File: src/rtl/bpb_pkg.sv
// Shared types and constants for the branch predictor buffer resolution logic.
//   bpb_entry_t       : one queued prediction (fetch pc, predicted direction, predicted target)
//   BPB_DELAY_OFFSET  : fall-through distance past a branch and its delay slot
//   BPB_DEFAULT_DEPTH : default prediction queue depth
package bpb_pkg;

  typedef struct packed {
    logic [31:0] pc;
    logic        taken;
    logic [31:0] addr;
  } bpb_entry_t;

  localparam logic [31:0] BPB_DELAY_OFFSET  = 32'd8;
  localparam int unsigned BPB_DEFAULT_DEPTH = 4;

endpackage

File: src/rtl/bpb_pred_fifo.sv
// Circular prediction queue, DEPTH entries of bpb_entry_t.
// Ports:
//   clk_i, rst_i      clock (rising edge), asynchronous active-low reset
//   push_i, wdata_i   enqueue one entry (ignored while full)
//   pop_i             dequeue the head entry (ignored while empty)
//   clear_i           empty the queue at the edge; overrides push
//   rdata_o           head entry
//   full_o, empty_o   occupancy flags
module bpb_pred_fifo
  import bpb_pkg::*;
#(
  parameter int unsigned DEPTH = BPB_DEFAULT_DEPTH,
  parameter int unsigned PTR_W = 2
) (
  input  logic       clk_i,
  input  logic       rst_i,
  input  logic       push_i,
  input  logic       pop_i,
  input  logic       clear_i,
  input  bpb_entry_t wdata_i,
  output bpb_entry_t rdata_o,
  output logic       full_o,
  output logic       empty_o
);

  bpb_entry_t       mem_q [DEPTH];
  logic [PTR_W-1:0] wr_ptr_q, wr_ptr_d;
  logic [PTR_W-1:0] rd_ptr_q, rd_ptr_d;
  logic [PTR_W:0]   count_q, count_d;
  logic             push_eff, pop_eff;

  assign full_o   = (count_q == (PTR_W+1)'(DEPTH));
  assign empty_o  = (count_q == '0);
  assign push_eff = push_i & ~full_o;
  assign pop_eff  = pop_i & ~empty_o;
  assign rdata_o  = mem_q[rd_ptr_q];

  // Pointers wrap naturally because DEPTH is a power of two.
  always_comb begin
    wr_ptr_d = wr_ptr_q;
    rd_ptr_d = rd_ptr_q;
    count_d  = count_q;
    if (clear_i) begin
      wr_ptr_d = '0;
      rd_ptr_d = '0;
      count_d  = '0;
    end else begin
      if (push_eff) wr_ptr_d = wr_ptr_q + 1'b1;
      if (pop_eff)  rd_ptr_d = rd_ptr_q + 1'b1;
      unique case ({push_eff, pop_eff})
        2'b10:   count_d = count_q + 1'b1;
        2'b01:   count_d = count_q - 1'b1;
        default: count_d = count_q;
      endcase
    end
  end

  always_ff @(posedge clk_i or negedge rst_i) begin
    if (!rst_i) begin
      wr_ptr_q <= '0;
      rd_ptr_q <= '0;
      count_q  <= '0;
    end else begin
      wr_ptr_q <= wr_ptr_d;
      rd_ptr_q <= rd_ptr_d;
      count_q  <= count_d;
    end
  end

  // Storage needs no reset: an entry is only read after it has been written.
  always_ff @(posedge clk_i) begin
    if (push_eff && !clear_i) mem_q[wr_ptr_q] <= wdata_i;
  end

endmodule

File: src/rtl/bpb_resolver.sv
// Resolution end of the branch predictor buffer. Queues every fetch-time prediction, checks the
// oldest one against the execute-stage outcome, flags mispredicts with the correct redirect
// address, drives a registered training port and keeps saturating hit/miss counters.
// Ports:
//   clk_i, rst_i                     clock, asynchronous active-low reset
//   stall_i, flush_i                 freeze all state / empty the queue
//   pred_*_i, pred_ready_o           prediction push from IF
//   res_*_i                          resolution of the oldest prediction from EX
//   mispredict_o, redirect_addr_o    combinational front-end redirect
//   upd_*_o                          registered BPB training write
//   hit_cnt_o, miss_cnt_o            statistics
//   empty_o, proto_err_o             queue empty, sticky resolve-on-empty error
module bpb_resolver
  import bpb_pkg::*;
#(
  parameter int unsigned DEPTH = BPB_DEFAULT_DEPTH,
  parameter int unsigned PTR_W = 2,
  parameter int unsigned CNT_W = 32
) (
  input  logic             clk_i,
  input  logic             rst_i,
  input  logic             stall_i,
  input  logic             flush_i,
  input  logic             pred_valid_i,
  input  logic [31:0]      pred_pc_i,
  input  logic             pred_taken_i,
  input  logic [31:0]      pred_addr_i,
  output logic             pred_ready_o,
  input  logic             res_valid_i,
  input  logic             res_taken_i,
  input  logic [31:0]      res_addr_i,
  output logic             mispredict_o,
  output logic [31:0]      redirect_addr_o,
  output logic             upd_valid_o,
  output logic [31:0]      upd_pc_o,
  output logic             upd_taken_o,
  output logic [31:0]      upd_addr_o,
  output logic [CNT_W-1:0] hit_cnt_o,
  output logic [CNT_W-1:0] miss_cnt_o,
  output logic             empty_o,
  output logic             proto_err_o
);

  bpb_entry_t head, wdata;
  logic       fifo_full, fifo_empty;
  logic       push, pop, miss, clear;

  assign wdata = '{pc: pred_pc_i, taken: pred_taken_i, addr: pred_addr_i};

  assign pred_ready_o = ~fifo_full;
  assign empty_o      = fifo_empty;

  assign pop  = res_valid_i & ~fifo_empty & ~stall_i;
  assign miss = (head.taken != res_taken_i) | (res_taken_i & (head.addr != res_addr_i));

  assign mispredict_o = pop & miss;
  always_comb begin
    redirect_addr_o = '0;
    if (mispredict_o) begin
      redirect_addr_o = res_taken_i ? res_addr_i : head.pc + BPB_DELAY_OFFSET;
    end
  end

  // Younger entries behind a mispredict are wrong-path, so the queue is cleared as on a flush.
  assign push  = pred_valid_i & pred_ready_o & ~stall_i & ~flush_i & ~mispredict_o;
  assign clear = ~stall_i & (flush_i | mispredict_o);

  bpb_pred_fifo #(
    .DEPTH (DEPTH),
    .PTR_W (PTR_W)
  ) u_fifo (
    .clk_i   (clk_i),
    .rst_i   (rst_i),
    .push_i  (push),
    .pop_i   (pop),
    .clear_i (clear),
    .wdata_i (wdata),
    .rdata_o (head),
    .full_o  (fifo_full),
    .empty_o (fifo_empty)
  );

  always_ff @(posedge clk_i or negedge rst_i) begin
    if (!rst_i) begin
      upd_valid_o <= 1'b0;
      upd_pc_o    <= '0;
      upd_taken_o <= 1'b0;
      upd_addr_o  <= '0;
      hit_cnt_o   <= '0;
      miss_cnt_o  <= '0;
      proto_err_o <= 1'b0;
    end else begin
      upd_valid_o <= pop;
      if (pop) begin
        upd_pc_o    <= head.pc;
        upd_taken_o <= res_taken_i;
        upd_addr_o  <= res_addr_i;
        if (miss) begin
          if (miss_cnt_o != '1) miss_cnt_o <= miss_cnt_o + 1'b1;
        end else begin
          if (hit_cnt_o != '1) hit_cnt_o <= hit_cnt_o + 1'b1;
        end
      end
      if (res_valid_i && fifo_empty && !stall_i) proto_err_o <= 1'b1;
    end
  end

endmodule

File: config.mk
export PLATFORM = sky130hd
export DESIGN_NAME = bpb_resolver
export DESIGN_NICKNAME = d
export VERILOG_FILES = /design/src/rtl/bpb_pkg.sv /design/src/rtl/bpb_pred_fifo.sv /design/src/rtl/bpb_resolver.sv
export SDC_FILE = /design/constraint.sdc
export NUM_CORES = 1
export LEC_CHECK = 0
export ABC_AREA = 0
export BUFFER_PORTS_ARGS = -buffer_cell sky130_fd_sc_hd__buf_2
export CORE_MARGIN = 3
export CORE_UTILIZATION = 50
export CTS_CLUSTER_DIAMETER = 100
export DETAILED_ROUTE_END_ITERATION = 8
export HOLD_SLACK_MARGIN = 0.15
export PLACE_DENSITY = 0.76
export SLEW_MARGIN = 20
export SYNTH_ARGS = -nofsm -noshare
export SYNTH_HDL_FRONTEND = slang
export SYNTH_SLANG_ARGS = --single-unit
File: constraint.sdc
create_clock -name clk_i -period 6 [get_ports clk_i]
set_input_delay 1.2 -clock clk_i [delete_from_list [all_inputs] [get_ports clk_i]]
set_output_delay 1.2 -clock clk_i [all_outputs]
set_load 0.03 [all_outputs]
After elaboration in Yosys (flattened, before gate mapping)
Memory sizes are Yosys's and may differ from the RTL's. Index checks and enable logic that the tools add are counted.

Reductions and logical operators: 11. Mux-type cells: 10. Equal/unequal tests: 7. Bitwise gates (word level): 19. Add/sub/neg operators: 7.

Operators with widths (count): adder 32 x 1 -> 32 bit (second input constant) (2); 2-to-1 mux 32 bit (2); inequality test 32 bit (second input constant) (2); adder 32 x 4 -> 32 bit (second input constant) (1); inequality test 32 bit (1); bitwise AND 1 bit (11); 2-to-1 mux 2 bit (4); NOT 1 bit (6); one-hot mux 3 bit (2 select lines) (1); AND reduction 3 bit (2); adder 2 x 1 -> 2 bit (second input constant) (2); nonzero test 2 bit (2); adder 3 x 1 -> 3 bit (second input constant) (1); equality test 3 bit (second input constant) (1); logical AND 1 bit (3); zero test 3 bit (1); 2-to-1 mux 3 bit (1); nonzero test 3 bit (1); subtractor 3 x 1 -> 3 bit (second input constant) (1); equality test 2 x 1 -> 1 bit (second input constant) (1); equality test 2 bit (second input constant) (1); zero test 1 bit (2); 2-to-1 mux 1 bit (2); bitwise OR 1 bit (2); inequality test 1 bit (1).

Register bits: 138. Memories kept: 1. Input bits: 104. Logic and storage cells: 65. Bits in writable memories: 260.

Memories: u_fifo.mem_q (words 4, bits a word 65, rd ports 1, clocked after Yosys merged registers in 0, write ports 1, line bpb_pred_fifo.sv:26) `bpb_entry_t mem_q [DEPTH];`.

Longest topological paths before layout
Depth in word-level cells: 11. Mapped depth: 19. Gate-level depth less buffers: 14.

Modules after synthesis
A second synthesis with hierarchy kept.

Cell total of the unflattened synthesis: 1193. Area, all modules: 16843.7 sq um.

Modules (own cells, without submodules): bpb_pred_fifo (instances 1, area an instance 9957.0 sq um, seq. area each 7982.7 sq um, cells each 404); bpb_resolver (instances 1, area an instance 6886.6 sq um, seq. area each 3278.1 sq um, cells each 789).

Worst setup path before layout
OpenSTA, ideal clock, no wires.

Path type: input-to-reg. Start point: in res_addr_i[5]. End point: mem u_fifo.mem_q[1][0] (netlist name) (enable). Library setup time: 430 ps. Arrival: 4629 ps. Required time: 5570 ps. Setup slack: 940 ps. Stages on the path: 10. Path through: inv_1 a221oi_1 a21oi_1 or4_4 nor4_4 a21bo_1 buf_4 buf_2 buf_2 and3_1.

Cells in the longest elaborated chain, start to end: 10. Elaborated cells between the ends (all ways): 13. Those cells by class: 1 x eq/ne; 2 x mux; 8 x bitwise; 2 x reduce/logical.

Ends and longest elaborated chain: start: declaration (line bpb_resolver.sv:31) `input logic [31:0] res_addr_i,`; inequality test 32 bit (*) (line bpb_resolver.sv:54) `assign miss = (head.taken != res_taken_i) | (res_taken_i & (head.addr != res_addr_i));`; bitwise AND 1 bit (*) (line bpb_resolver.sv:54); bitwise OR 1 bit (*) (line bpb_resolver.sv:54); bitwise AND 1 bit (*) (line bpb_resolver.sv:56) `assign mispredict_o = pop & miss;`; bitwise OR 1 bit or NOT 1 bit (tied branches) (line bpb_resolver.sv:66, bpb_resolver.sv:65); bitwise AND 1 bit, on equally long branches (line bpb_resolver.sv:66, bpb_resolver.sv:65); zero test 1 bit or bitwise AND 1 bit (tied branches) (line bpb_pred_fifo.sv:72, bpb_pred_fifo.sv:34); logical AND 1 bit (*) (line bpb_pred_fifo.sv:72) `if (push_eff && !clear_i) mem_q[wr_ptr_q] <= wdata_i;`; 2-to-1 mux 1 bit (*) (line bpb_pred_fifo.sv:72); 2-to-1 mux 1 bit (not written as such) (*) (line bpb_pred_fifo.sv:72); end: declaration (line bpb_pred_fifo.sv:26).

Every way passes the cells marked *; elsewhere a longest branch is shown, timed or not.

Final worst setup path
Start point: reg u_fifo.rd_ptr_q[0]. End point: out redirect_addr_o[5].

Cells in the longest elaborated chain, start to end: 6. Elaborated cells between the ends (all ways): 9. Those cells by class: 1 x add/sub; 2 x eq/ne; 2 x mux; 3 x bitwise; 1 x memory.

Ends and longest elaborated chain: start: declaration (line bpb_pred_fifo.sv:28) `logic [PTR_W-1:0] rd_ptr_q, rd_ptr_d;`; start signal: assignment (line bpb_pred_fifo.sv:65) `rd_ptr_q <= rd_ptr_d;`; memory read (4 x 65 bit) (*); branches (longest 4 deep; another with adder 32 x 4 -> 32 bit); 2-to-1 mux 32 bit (*) (line bpb_resolver.sv:59) `if (mispredict_o) begin`; end: declaration (line bpb_resolver.sv:33) `output logic [31:0] redirect_addr_o,`.

Every way passes the cells marked *.

==> key figures <==
Outcome
  • Status: finished, final reports clean

Worst setup path
  • Worst path max stage delay: 0.91 ns
  • Worst R2R End: u_fifo.count_q[2]
  • Worst path bufs/invs: 3
  • Crit-path max FO: 42
  • CP Launch Type: flip-flop
  • RR Startpoint: u_fifo.rd_ptr_q[0]
  • Worst endpoint required time: 4.80 ns
  • Cell mode on critical path: buf_4
  • Max stage delay cell, worst path: dfrtp_4
  • R2R cell count: 15
  • CP top delay family: buffers and inverters
  • Arrival time worst endpoint: 4.35 ns
  • Setup slack, reg-to-reg: 1.26 ns
  • Crit Path Category: reg2out
  • Worst-path cell chain: buf_4 -> mux4_2 -> xor2_1 -> nor4_1 -> nand2_1 -> nor4_4 -> a21bo_1 -> buf_4 -> a211oi_1 -> buf_2
  • Worst setup EP type: output pin

Logic synthesis
  • Post-synthesis compound-gate area fraction: 0.02157
  • Top cell type's share of synthesized area: 0.4593
  • Largest cells by area after synthesis: edfxtp_1 46%, dfrtp_1 20%, mux4_2 6.0%, nand2_1 5.2%, xnor2_1 3.9%
  • Xor and xnor fraction of the mapped netlist area: 0.06331
  • Post-Syn Area per Cell: 14.45 um2
  • Largest family of logic cells by synthesized area: simple AND/OR/NAND/NOR gates
  • Ys Warns: 0
  • Seq/Total Area, Yosys: 0.6625
  • Mapped cell area: 17,000 um2
  • EDFF count, synth: 260
  • Post-synth cell types: 69
  • Leading area contributor after synthesis: edfxtp_1
  • Number of synthesized register bits: 398
  • FFs w/ async S/R, synth: 0.3467
  • Top_reg_cell synth: edfxtp_1
  • Mux share of post-synthesis cell area: 0.09930
  • Simple-gate area share of the yosys netlist: 0.1258
  • Post-Synth Adder-Cell Area: 0.006331
  • Synth Net Count: 1,288
  • Synth Instances: 1,176

Min path
  • Hold EP: upd_pc_o[23]
  • Hold path start: upd_pc_o[23]
  • Hold WC Path Type: reg2reg
  • Worst Hold Depth: 2

Timing
  • Period utilization: 0.9250
  • Minimum clock period: 5.550 ns
  • Slew margin rel.: 0.3688
  • Worst-margin pin slew: 0.9468 ns
  • Fin Setup TNS: 0 ns
  • RSZ-0062 raised after global routing: false
  • Fmax: 180.2 MHz
  • # setup viols final: 0
  • Worst setup margin: 0.4497 ns
  • Clk_skew: 0.01927 ns
  • Final hold vios: 0
  • Final Slew Violations: 0

Floorplanning
  • Starting density of the core: 0.5146
  • Ports: 270
  • Die ar.: 36,240 um2
  • Vert. Die Dim: 190.4 um
  • Core box area: 33,030 um2
  • # rows: 66
  • Die Width: 190.4 um

Power
  • Pleak: 0.008391 uW
  • Max IR drop VDD: 301.3 uV
  • Power Dens Cells: 409.5 nW/um2
  • Design Power: 8259 uW

Placed design
  • PortBufs: 269
  • Routability cong.: 0.8212
  • Final HPWL DP: 29,590 um
  • Placed insts: 1,862
  • Placement Setup Slack: 0.9331 ns

Global route
  • Grt ovf: 0
  • GRT Total Usage: 0.2358
  • Initial antenna violation count: 13
  • Largest net degree at the start of global routing: 101
  • Vias in the first global route: 10,854
  • Global-route wire length before repair: 64,800 um

Run
  • Max Cap Viol: 0

Clock tree
  • Setup Fix Bufs, Post-CTS: 0
  • Root Buffer: clkbuf_16
  • Clock Tree Buf Depth: 3
  • CTS tree: built
  • Later-pin clock latency in the skew report: 0.52 ns
  • Clock sink total: 398
  • H-tree Lvls: 2
  • Reg clk slew, reported paths: 0.06 ns
  • Number of CTS-inserted buffers: 42
  • PostCTS Resize Cnt: 0
  • Hold-fix buffers at CTS: 0

Routing
  • Vias per std cell: 5.490
  • Pre-Repair DR Iteration Count: 4
  • Total Wirelength: 43,010 um
  • Drt first-iter violations: 808
  • DRC Markers: 0
  • Wire per inst: 22.10 um
  • Remaining antenna violation count after routing: 0
  • Vias: 10,684

Cells and area
  • Final #Nets: 1,576
  • Final design utilization: 0.6106
  • Final Non-Filler Cells: 1,946
  • Layout overhead on the synthesized area: 18.65%
  • Layout cell share with drive strength beyond 1: 0.2899
power breakdown:
part	leakage [uW]	internal [uW]	switching, uW
sequential	0.00415	3250	253
combinational	0.00359	791	1480
clock	0.000648	1460	1030
registers in the layout, summed over array words and instances, names as in the netlist:
register and cells:
upd_pc_o 32, upd_taken_o 1, upd_addr_o 32, u_fifo.wr_ptr_q 2, u_fifo.count_q 3, u_fifo.mem_q 260
proto_err_o 1, miss_cnt_o 32, hit_cnt_o 32, upd_valid_o 1, u_fifo.rd_ptr_q 2
cell usage in the layout, fill, tap and decap left out, types with 8 or more instances in the layout:
cell type / n
buf_2: 268
edfxtp_1: 260
nand2_1: 235
dfrtp_1: 136
xnor2_1: 75
nor2_1: 66
xor2_1: 46
mux4_2: 45
clkbuf_16: 43
mux2i_1: 31
and3_1: 27
nand3_1: 25
a21oi_1: 23
buf_4: 18
nand4_1: 16
clkbuf_1: 14
mux4_1: 12
and2_1: 12
inv_1: 10
and4_1: 9
nor3_1: 8
o21ai_0: 8
synth_stat cells, types with 4 or more instances:
cell type and count:
mux2i_1 31, edfxtp_1 260, nor3_1 9, a21oi_1 23, nand4_1 16, nand3_2 5
buf_6 9, and3_1 31, mux4_1 12, dfrtp_1 138, inv_1 11, xnor2_1 75
buf_1 5, xor2_1 46, buf_2 11, nor2_1 66, and2_1 12, nand3_1 25
and4_1 9, nor4_1 4, a2bb2oi_1 4, or3_1 4, ha_1 7, mux4_2 45
o21ai_0 8, clkbuf_1 15, nand2_1 235
per-layer routing:
metal | vias up | wire length [um] | global-route usage
met3 | 97 | 3517 | 0.05147
met5 | - | 72 | 0
met1 | 5301 | 17590 | 0.3217
met2 | 430 | 20380 | 0.3792
li1 | 4844 | - | -
met4 | 12 | 1450 | 0.08270
how the worst max path moves through the flow:
stage                       start            endpoint  cells after the start
6_report       u_fifo.rd_ptr_q[0]  redirect_addr_o[5]                     10
5_1_grt        u_fifo.rd_ptr_q[0]  redirect_addr_o[5]                     10
2_1_floorplan       res_addr_i[5]  u_fifo.mem_q[1][0]                     10
3_3_place_gp   u_fifo.rd_ptr_q[0]  redirect_addr_o[5]                     10
4_1_cts        u_fifo.rd_ptr_q[0]  redirect_addr_o[5]                     10
3_5_place_dp   u_fifo.rd_ptr_q[0]  redirect_addr_o[5]                     10
through the flow:
step                cell area (um2)  hold WS (ns)
floorplan                     17000        0.5160
global placement              18820        0.4531
detailed placement            18820        0.4569
CTS                           20150        0.4728
global route                  20170        0.4918
finish                        20170        0.4682
worst register-to-register path, stage by stage (launching register included):
cell      delay [ns]
dfrtp_4         0.91
buf_4           0.42
mux4_2          0.55
xor2_1          0.18
nor4_1          0.17
nand2_1         0.15
nor4_4          0.34
a21bo_1         0.39
inv_1           0.16
nor3_1          0.26
nor2_1          0.09
fa_1            0.41
and3_1          0.16
a211oi_1        0.20
xor2_1          0.16
nor2_1          0.05
cell type report:
type / instances / area [um2]
multi-input combinational: 720 / 5389
clock inverter: 16 / 147.6
sequential: 398 / 11270
clock buffer: 61 / 1184
tap: 442 / 553.0
antenna: 7 / 17.52
fill: 2558 / 12860
inverter: 11 / 41.29
timing repair buffer: 291 / 1568
kinds of logic (layout without fill, tap and decap cells):
group           count (synthesis)  count (layout)
simple gates                  442             442
flops                         398             398
xor+xnor                      122             122
mux                            92              92
buf+inv                        58             379
compound gates                 56              56
fa+ha+maj                       8               8
other cells                     0               7
Power figures use the tool's default switching activity.
